### src/rtl/stream_sink_pkg.sv
// Shared definitions for the stream sink: FSM encoding and FIFO entry layout.
package stream_sink_pkg;

    typedef enum logic [1:0] {
        ST_IDLE    = 2'd0,
        ST_IN_PKT  = 2'd1,
        ST_DISCARD = 2'd2
    } state_e;

    // Each FIFO entry is {last, data[7:0]}
    localparam int LAST_BIT = 8;
    localparam int ENTRY_W  = 9;

endpackage

### src/rtl/stream_sink_fifo_mem.sv
// Byte FIFO storage: DEPTH x ENTRY_W register array, one write port,
// one registered read port, plus a combinational peek of the head entry's
// last flag so the packet counter can be adjusted in the same cycle as a pop.
module sink_fifo_mem
    import stream_sink_pkg::*;
#(
    parameter int DEPTH = 16,
    parameter int AW    = $clog2(DEPTH)
) (
    input  logic               clk,
    input  logic               rst,
    input  logic               we,
    input  logic [AW-1:0]      wr_addr,
    input  logic [ENTRY_W-1:0] wr_data,
    input  logic               re,
    input  logic [AW-1:0]      rd_addr,
    output logic [ENTRY_W-1:0] rd_data,
    output logic               head_last
);

    logic [ENTRY_W-1:0] mem_q [DEPTH];
    logic [ENTRY_W-1:0] rd_data_d;
    logic [ENTRY_W-1:0] rd_data_q;

    // Array contents are intentionally left unreset.
    always_ff @(posedge clk) begin
        if (we) begin
            mem_q[wr_addr] <= wr_data;
        end
    end

    // Read data only changes on a pop and is otherwise held.
    always_comb begin
        rd_data_d = rd_data_q;
        if (re) begin
            rd_data_d = mem_q[rd_addr];
        end
    end

    // Registered read port.
    always_ff @(posedge clk or posedge rst) begin
        if (rst) begin
            rd_data_q <= '0;
        end else begin
            rd_data_q <= rd_data_d;
        end
    end

    assign rd_data   = rd_data_q;
    assign head_last = mem_q[rd_addr][LAST_BIT];

endmodule

### src/rtl/stream_sink.sv
// AXI-Stream byte sink: stores {last, data} beats in a circular FIFO, counts
// stored bytes and complete packets, and truncates packets longer than MAX_PKT.
//
//   state      | meaning
//   -----------+---------------------------------------------------
//   ST_IDLE    | no packet in progress
//   ST_IN_PKT  | >=1 byte of current packet stored, tlast not seen
//   ST_DISCARD | dropping the tail of an oversize packet
module stream_sink
    import stream_sink_pkg::*;
#(
    parameter int DEPTH   = 16,
    parameter int MAX_PKT = 16
) (
    input  logic                       clk,
    input  logic                       rst,
    input  logic [7:0]                 s_tdata,
    input  logic                       s_tvalid,
    output logic                       s_tready,
    input  logic                       s_tlast,
    input  logic                       rd_en,
    output logic [7:0]                 dout,
    output logic                       dout_last,
    output logic                       dout_valid,
    output logic [$clog2(DEPTH):0]     count,
    output logic [$clog2(DEPTH):0]     pkt_count,
    output logic                       empty,
    output logic                       full,
    output logic                       len_err,
    output logic [7:0]                 drop_cnt
);

    localparam int AW = $clog2(DEPTH);
    localparam int CW = AW + 1;
    localparam logic [7:0] MAX_LEN = 8'(MAX_PKT);

    state_e          state_q, state_d;
    logic [AW-1:0]   wr_ptr_q, wr_ptr_d;
    logic [AW-1:0]   rd_ptr_q, rd_ptr_d;
    logic [CW-1:0]   count_q, count_d;
    logic [CW-1:0]   pkt_count_q, pkt_count_d;
    logic [7:0]      pkt_len_q, pkt_len_d;
    logic [7:0]      drop_cnt_q, drop_cnt_d;
    logic            dout_valid_q, dout_valid_d;
    logic            len_err_q, len_err_d;

    logic            accept;
    logic            wr_en;
    logic            wr_last;
    logic            pop;
    logic            head_last;
    logic [7:0]      pkt_len_inc;
    logic [ENTRY_W-1:0] rd_data;

    assign empty    = (count_q == '0);
    assign full     = (count_q == CW'(DEPTH));
    // DISCARD keeps accepting so an oversize tail never stalls upstream.
    assign s_tready = (state_q == ST_DISCARD) || !full;
    assign accept   = s_tvalid && s_tready;
    assign pop      = rd_en && !empty;

    // Packet FSM: decide whether an accepted beat is stored or dropped.
    always_comb begin
        state_d     = state_q;
        pkt_len_d   = pkt_len_q;
        drop_cnt_d  = drop_cnt_q;
        len_err_d   = 1'b0;
        wr_en       = 1'b0;
        wr_last     = s_tlast;
        pkt_len_inc = pkt_len_q + 8'd1;
        if (accept) begin
            case (state_q)
                ST_IDLE, ST_IN_PKT: begin
                    wr_en = 1'b1;
                    if (s_tlast) begin
                        state_d   = ST_IDLE;
                        pkt_len_d = '0;
                    end else if (pkt_len_inc == MAX_LEN) begin
                        // Close the stored packet here so the reader still sees a boundary.
                        wr_last   = 1'b1;
                        len_err_d = 1'b1;
                        state_d   = ST_DISCARD;
                        pkt_len_d = pkt_len_inc;
                    end else begin
                        state_d   = ST_IN_PKT;
                        pkt_len_d = pkt_len_inc;
                    end
                end
                ST_DISCARD: begin
                    if (drop_cnt_q != 8'hFF) begin
                        drop_cnt_d = drop_cnt_q + 8'd1;
                    end
                    if (s_tlast) begin
                        state_d   = ST_IDLE;
                        pkt_len_d = '0;
                    end
                end
                default: begin
                    state_d   = ST_IDLE;
                    pkt_len_d = '0;
                end
            endcase
        end
    end

    // Pointer and occupancy bookkeeping.
    always_comb begin
        wr_ptr_d     = wr_en ? wr_ptr_q + AW'(1) : wr_ptr_q;
        rd_ptr_d     = pop   ? rd_ptr_q + AW'(1) : rd_ptr_q;
        dout_valid_d = pop;
        count_d      = count_q;
        if (wr_en && !pop) begin
            count_d = count_q + CW'(1);
        end else if (!wr_en && pop) begin
            count_d = count_q - CW'(1);
        end
        pkt_count_d = pkt_count_q;
        if ((wr_en && wr_last) && !(pop && head_last)) begin
            pkt_count_d = pkt_count_q + CW'(1);
        end else if (!(wr_en && wr_last) && (pop && head_last)) begin
            pkt_count_d = pkt_count_q - CW'(1);
        end
    end

    // State and counter registers.
    always_ff @(posedge clk or posedge rst) begin
        if (rst) begin
            state_q      <= ST_IDLE;
            wr_ptr_q     <= '0;
            rd_ptr_q     <= '0;
            count_q      <= '0;
            pkt_count_q  <= '0;
            pkt_len_q    <= '0;
            drop_cnt_q   <= '0;
            dout_valid_q <= 1'b0;
            len_err_q    <= 1'b0;
        end else begin
            state_q      <= state_d;
            wr_ptr_q     <= wr_ptr_d;
            rd_ptr_q     <= rd_ptr_d;
            count_q      <= count_d;
            pkt_count_q  <= pkt_count_d;
            pkt_len_q    <= pkt_len_d;
            drop_cnt_q   <= drop_cnt_d;
            dout_valid_q <= dout_valid_d;
            len_err_q    <= len_err_d;
        end
    end

    sink_fifo_mem #(
        .DEPTH (DEPTH)
    ) u_mem (
        .clk       (clk),
        .rst       (rst),
        .we        (wr_en),
        .wr_addr   (wr_ptr_q),
        .wr_data   ({wr_last, s_tdata}),
        .re        (pop),
        .rd_addr   (rd_ptr_q),
        .rd_data   (rd_data),
        .head_last (head_last)
    );

    assign dout       = rd_data[7:0];
    assign dout_last  = rd_data[LAST_BIT];
    assign dout_valid = dout_valid_q;
    assign count      = count_q;
    assign pkt_count  = pkt_count_q;
    assign len_err    = len_err_q;
    assign drop_cnt   = drop_cnt_q;

endmodule

### config.mk
export PLATFORM = sky130hd
export DESIGN_NAME = stream_sink
export DESIGN_NICKNAME = d
export VERILOG_FILES = /design/src/rtl/stream_sink_pkg.sv /design/src/rtl/stream_sink_fifo_mem.sv /design/src/rtl/stream_sink.sv
export SDC_FILE = /design/constraint.sdc
export NUM_CORES = 1
export LEC_CHECK = 0
export BUFFER_PORTS_ARGS = -buffer_cell sky130_fd_sc_hd__clkbuf_2
export CORE_MARGIN = 3
export CORE_UTILIZATION = 35
export DETAILED_ROUTE_END_ITERATION = 12
export PLACE_DENSITY = 0.54
export SKIP_LAST_GASP = 1
export SYNTH_ARGS = -nofsm -noshare
export SYNTH_HDL_FRONTEND = slang
export SYNTH_SLANG_ARGS = --single-unit
### constraint.sdc
create_clock -name clk -period 8.7 [get_ports clk]
set_input_delay 0.435 -clock clk [delete_from_list [all_inputs] [get_ports clk]]
set_output_delay 0.435 -clock clk [all_outputs]
set_load 0.02 [all_outputs]
==> results.yml <==
run_status:
  status: "finished, final reports clean"
routing:
  postRouteWirelength_um: 16100
  drtPass1Iterations: 4
  viasPerCell: 5.10
  drt_iter0_drc: 273
  vias: 4214
  remaining_drc_errors: 0
  ant_nets: 0
  avgRoutedWirePerCell_um: 19.5
cts:
  cts_root_buf: "clkbuf_16"
  clkLatencyLatePin_ps: 440
  postCtsSetupBuffers: 0
  cts_sinks: 191
  cts_hold_buf: 0
  cts_tree: "yes"
  clk_pin_slew_ps: 70
  numCtsBuffers: 17
  htree_levels: 4
  clockBufferDepth: 2
  ctsResizeCount: 0
setup_path:
  crit_fanout: 20
  critPathSlowestCell: "o21ai_2"
  r2r_cells: 12
  path_depth: 12
  critical_path_required_ps: 9050
  cpPeakStageDelay_ps: 710
  crit_family: "compound AO/OA/AOI/OAI gates"
  timing.critical_path.buf_inv: 2
  end_kind: "register"
  cp.arrival_ps: 4200
  path_cells: "or4_4 -> o21ai_2 -> inv_2 -> and4_4 -> a31oi_4 -> ha_1 -> inv_1 -> ha_1 -> a21o_1 -> a21oi_1 -> mux2i_1 -> xnor2_1"
  cpMostUsedCell: "ha_1"
  path_class: "reg2reg"
  worst_setup_path_start_kind: "register"
yosys:
  ys_seq_area_share_pct: 69.6
  yosys_register_bits: 191
  synth-main-ff-cell: "edfxtp_1"
  synth_async_sr_flop_share_pct: 24.6
  synth_edf_count: 144
  avgSynthCellArea_sq_um: 16.2
  synthCells: 487
  syn_area_sq_um: 7900
  synth_top_cell_by_area: "edfxtp_1"
  ys_top_cells_by_area: "edfxtp_1 55%, dfrtp_1 15%, mux4_2 9.1%"
  synth_fp_nets: 517
  synth_top_area_share_pct: 54.7
  netlist-cell-type-count: 48
  ys_warn_count: 0
sta:
  setup_violations: 0
  maxSlewHeadroom_pct: 22.3
  hold_viol: 0
  fin_crit_ps: 3850
  finalSetupTns_ps: 0
  skew_ps: 17.9
  worstMarginPinSlew_ps: 1160
  setup_ws_ps: 4850
  min_period_over_period_pct: 44.2
  hold_slack_ps: 222
  fmax_mhz: 260
  rsz0062_at_grt: "false"
  drv_slew: 0
placed_design:
  post_dp_cell_area_sq_um: 8400
  gp_congestion: 0.798
  place_hpwl_um: 10100
  io_buffers: 44
  pre_cts_slack_ps: 4850
grt:
  grt_pass1_vias: 4386
  gr-usage-all-layers_pct: 13.7
  grt_pass1_wl_um: 25100
  grt_max_degree: 48
  antenna_found_initial: 0
  grt_overflow: 0
die:
  dieArea_sq_um: 24400
  core_area_sq_um: 22000
  fp.dieW_um: 156
  start_util_pct: 35.9
  pin_count: 45
  row_count: 54
  die_height_um: 156
cells_and_area:
  area_growth_pct: 13.6
  fillers: 1986
  multiInputGateArea_sq_um: 2250
  nets: 564
  regArea_sq_um: 5500
  drive_above_1_share_pct: 22.7
  final_area_sq_um: 8980
  layout_common_cells: "144 x edfxtp_1, 46 x dfrtp_1, 44 x clkbuf_2"
  n_antenna_cell: 0
  final_common_cell: "edfxtp_1"
run:
  cap_violations: 0
power_and_ir_drop:
  cellLeakagePower_nw: 3.22
  powerDensity_nw_per_um2: 317
  ir_drop_mv: 0.122
worst_hold_path:
  hold_path.class: "in2async"
==> sequential cells by signal (all words and copies together), names as in the netlist <==
| signal | flops |
|---|---|
| u_mem.rd_data | 9 |
| u_mem.mem_q | 144 |
| count | 5 |
| dout_valid | 1 |
| pkt_count | 5 |
| state_q | 2 |
| wr_ptr_q | 4 |
| len_err | 1 |
| rd_ptr_q | 4 |
| pkt_len_q | 8 |
| drop_cnt | 8 |
==> metrics by stage <==
step,utilization (%),std cells,total power [mW]
floorplan,-,487,1.88
global placement,38.1,795,2.12
detailed placement,38.1,795,2.14
CTS,40.8,827,2.89
global route,40.8,827,3.02
finish,40.8,827,2.85
==> area by class of cell <==
type	count	share of cell area (%)
Timing Repair Buffer	48	2.79
Clock inverter	14	1.64
Multi-Input combinational cell	263	25.1
Inverter	13	0.544
Sequential cell	191	61.3
Tap cell	280	3.90
Clock buffer	18	4.78
==> synth_stat cells, types with 9 or more instances <==
| master | n |
|---|---|
| xor2_1 | 9 |
| xnor2_1 | 17 |
| mux4_2 | 32 |
| edfxtp_1 | 144 |
| o21ai_0 | 32 |
| ha_1 | 15 |
| inv_1 | 11 |
| nand2_1 | 31 |
| dfrtp_1 | 47 |
| mux2i_1 | 10 |
| nor2_1 | 42 |
==> logic make-up (layout without fill, tap and decap cells) <==
logic type                 Yosys count  in the layout  synth area share (%)
xor gates and xnor gates            26             26                  2.88
buffers and inverters               33             93                  2.03
DFF                                191            191                  69.6
and+or+nand+nor                    112            112                  6.54
AOI/OAI and AO/OA                   64             64                  5.37
muxes                               44             44                  10.7
adders and majority gates           17             17                  2.88
==> final timing paths <==
kind	to	slack, ps	from
max	pkt_count[4]$_DFFE_PP0P_	4850	count[0]$_DFFE_PP0P_
min	drop_cnt[5]$_DFFE_PP0P_	220	rst
max reg2reg	pkt_count[4]$_DFFE_PP0P_	4850	count[0]$_DFFE_PP0P_
min reg2reg	u_mem.rd_data[4]$_DFFE_PP0P_	490	u_mem.rd_data[4]$_DFFE_PP0P_
max in group asynchronous	rd_ptr_q[2]$_DFFE_PP0P_	7770	rst
min in group clk	state_q[0]$_DFFE_PP0P_	410	s_tvalid
==> per-layer routing <==
| layer | part of all wire, % | vias up | track usage (%) |
|---|---|---|---|
| met2 | 50 | 97 | 22.5 |
| li1 | - | 1948 | - |
| met5 | 0 | - | 0 |
| met4 | 0.91 | 0 | 4.09 |
| met3 | 4.5 | 9 | 3.13 |
| met1 | 44 | 2160 | 18.3 |
==> worst register-to-register path, stage by stage, from the launching register on <==
cell	delay (ps)
dfrtp_1	460
or4_4	610
o21ai_2	710
inv_2	210
and4_4	250
a31oi_4	150
ha_1	230
inv_1	110
ha_1	330
a21o_1	190
a21oi_1	170
mux2i_1	230
xnor2_1	140
==> where the power goes <==
part	leakage (nW)	total, mW	internal, mW	switching [mW]
Clock	0.275	0.747	0.382	0.365
Sequential	1.89	1.26	1.12	0.136
Combinational	1.05	0.843	0.369	0.474
Total	3.22	2.85	1.87	0.975
Note: power is estimated with default switching activity, not from simulation.
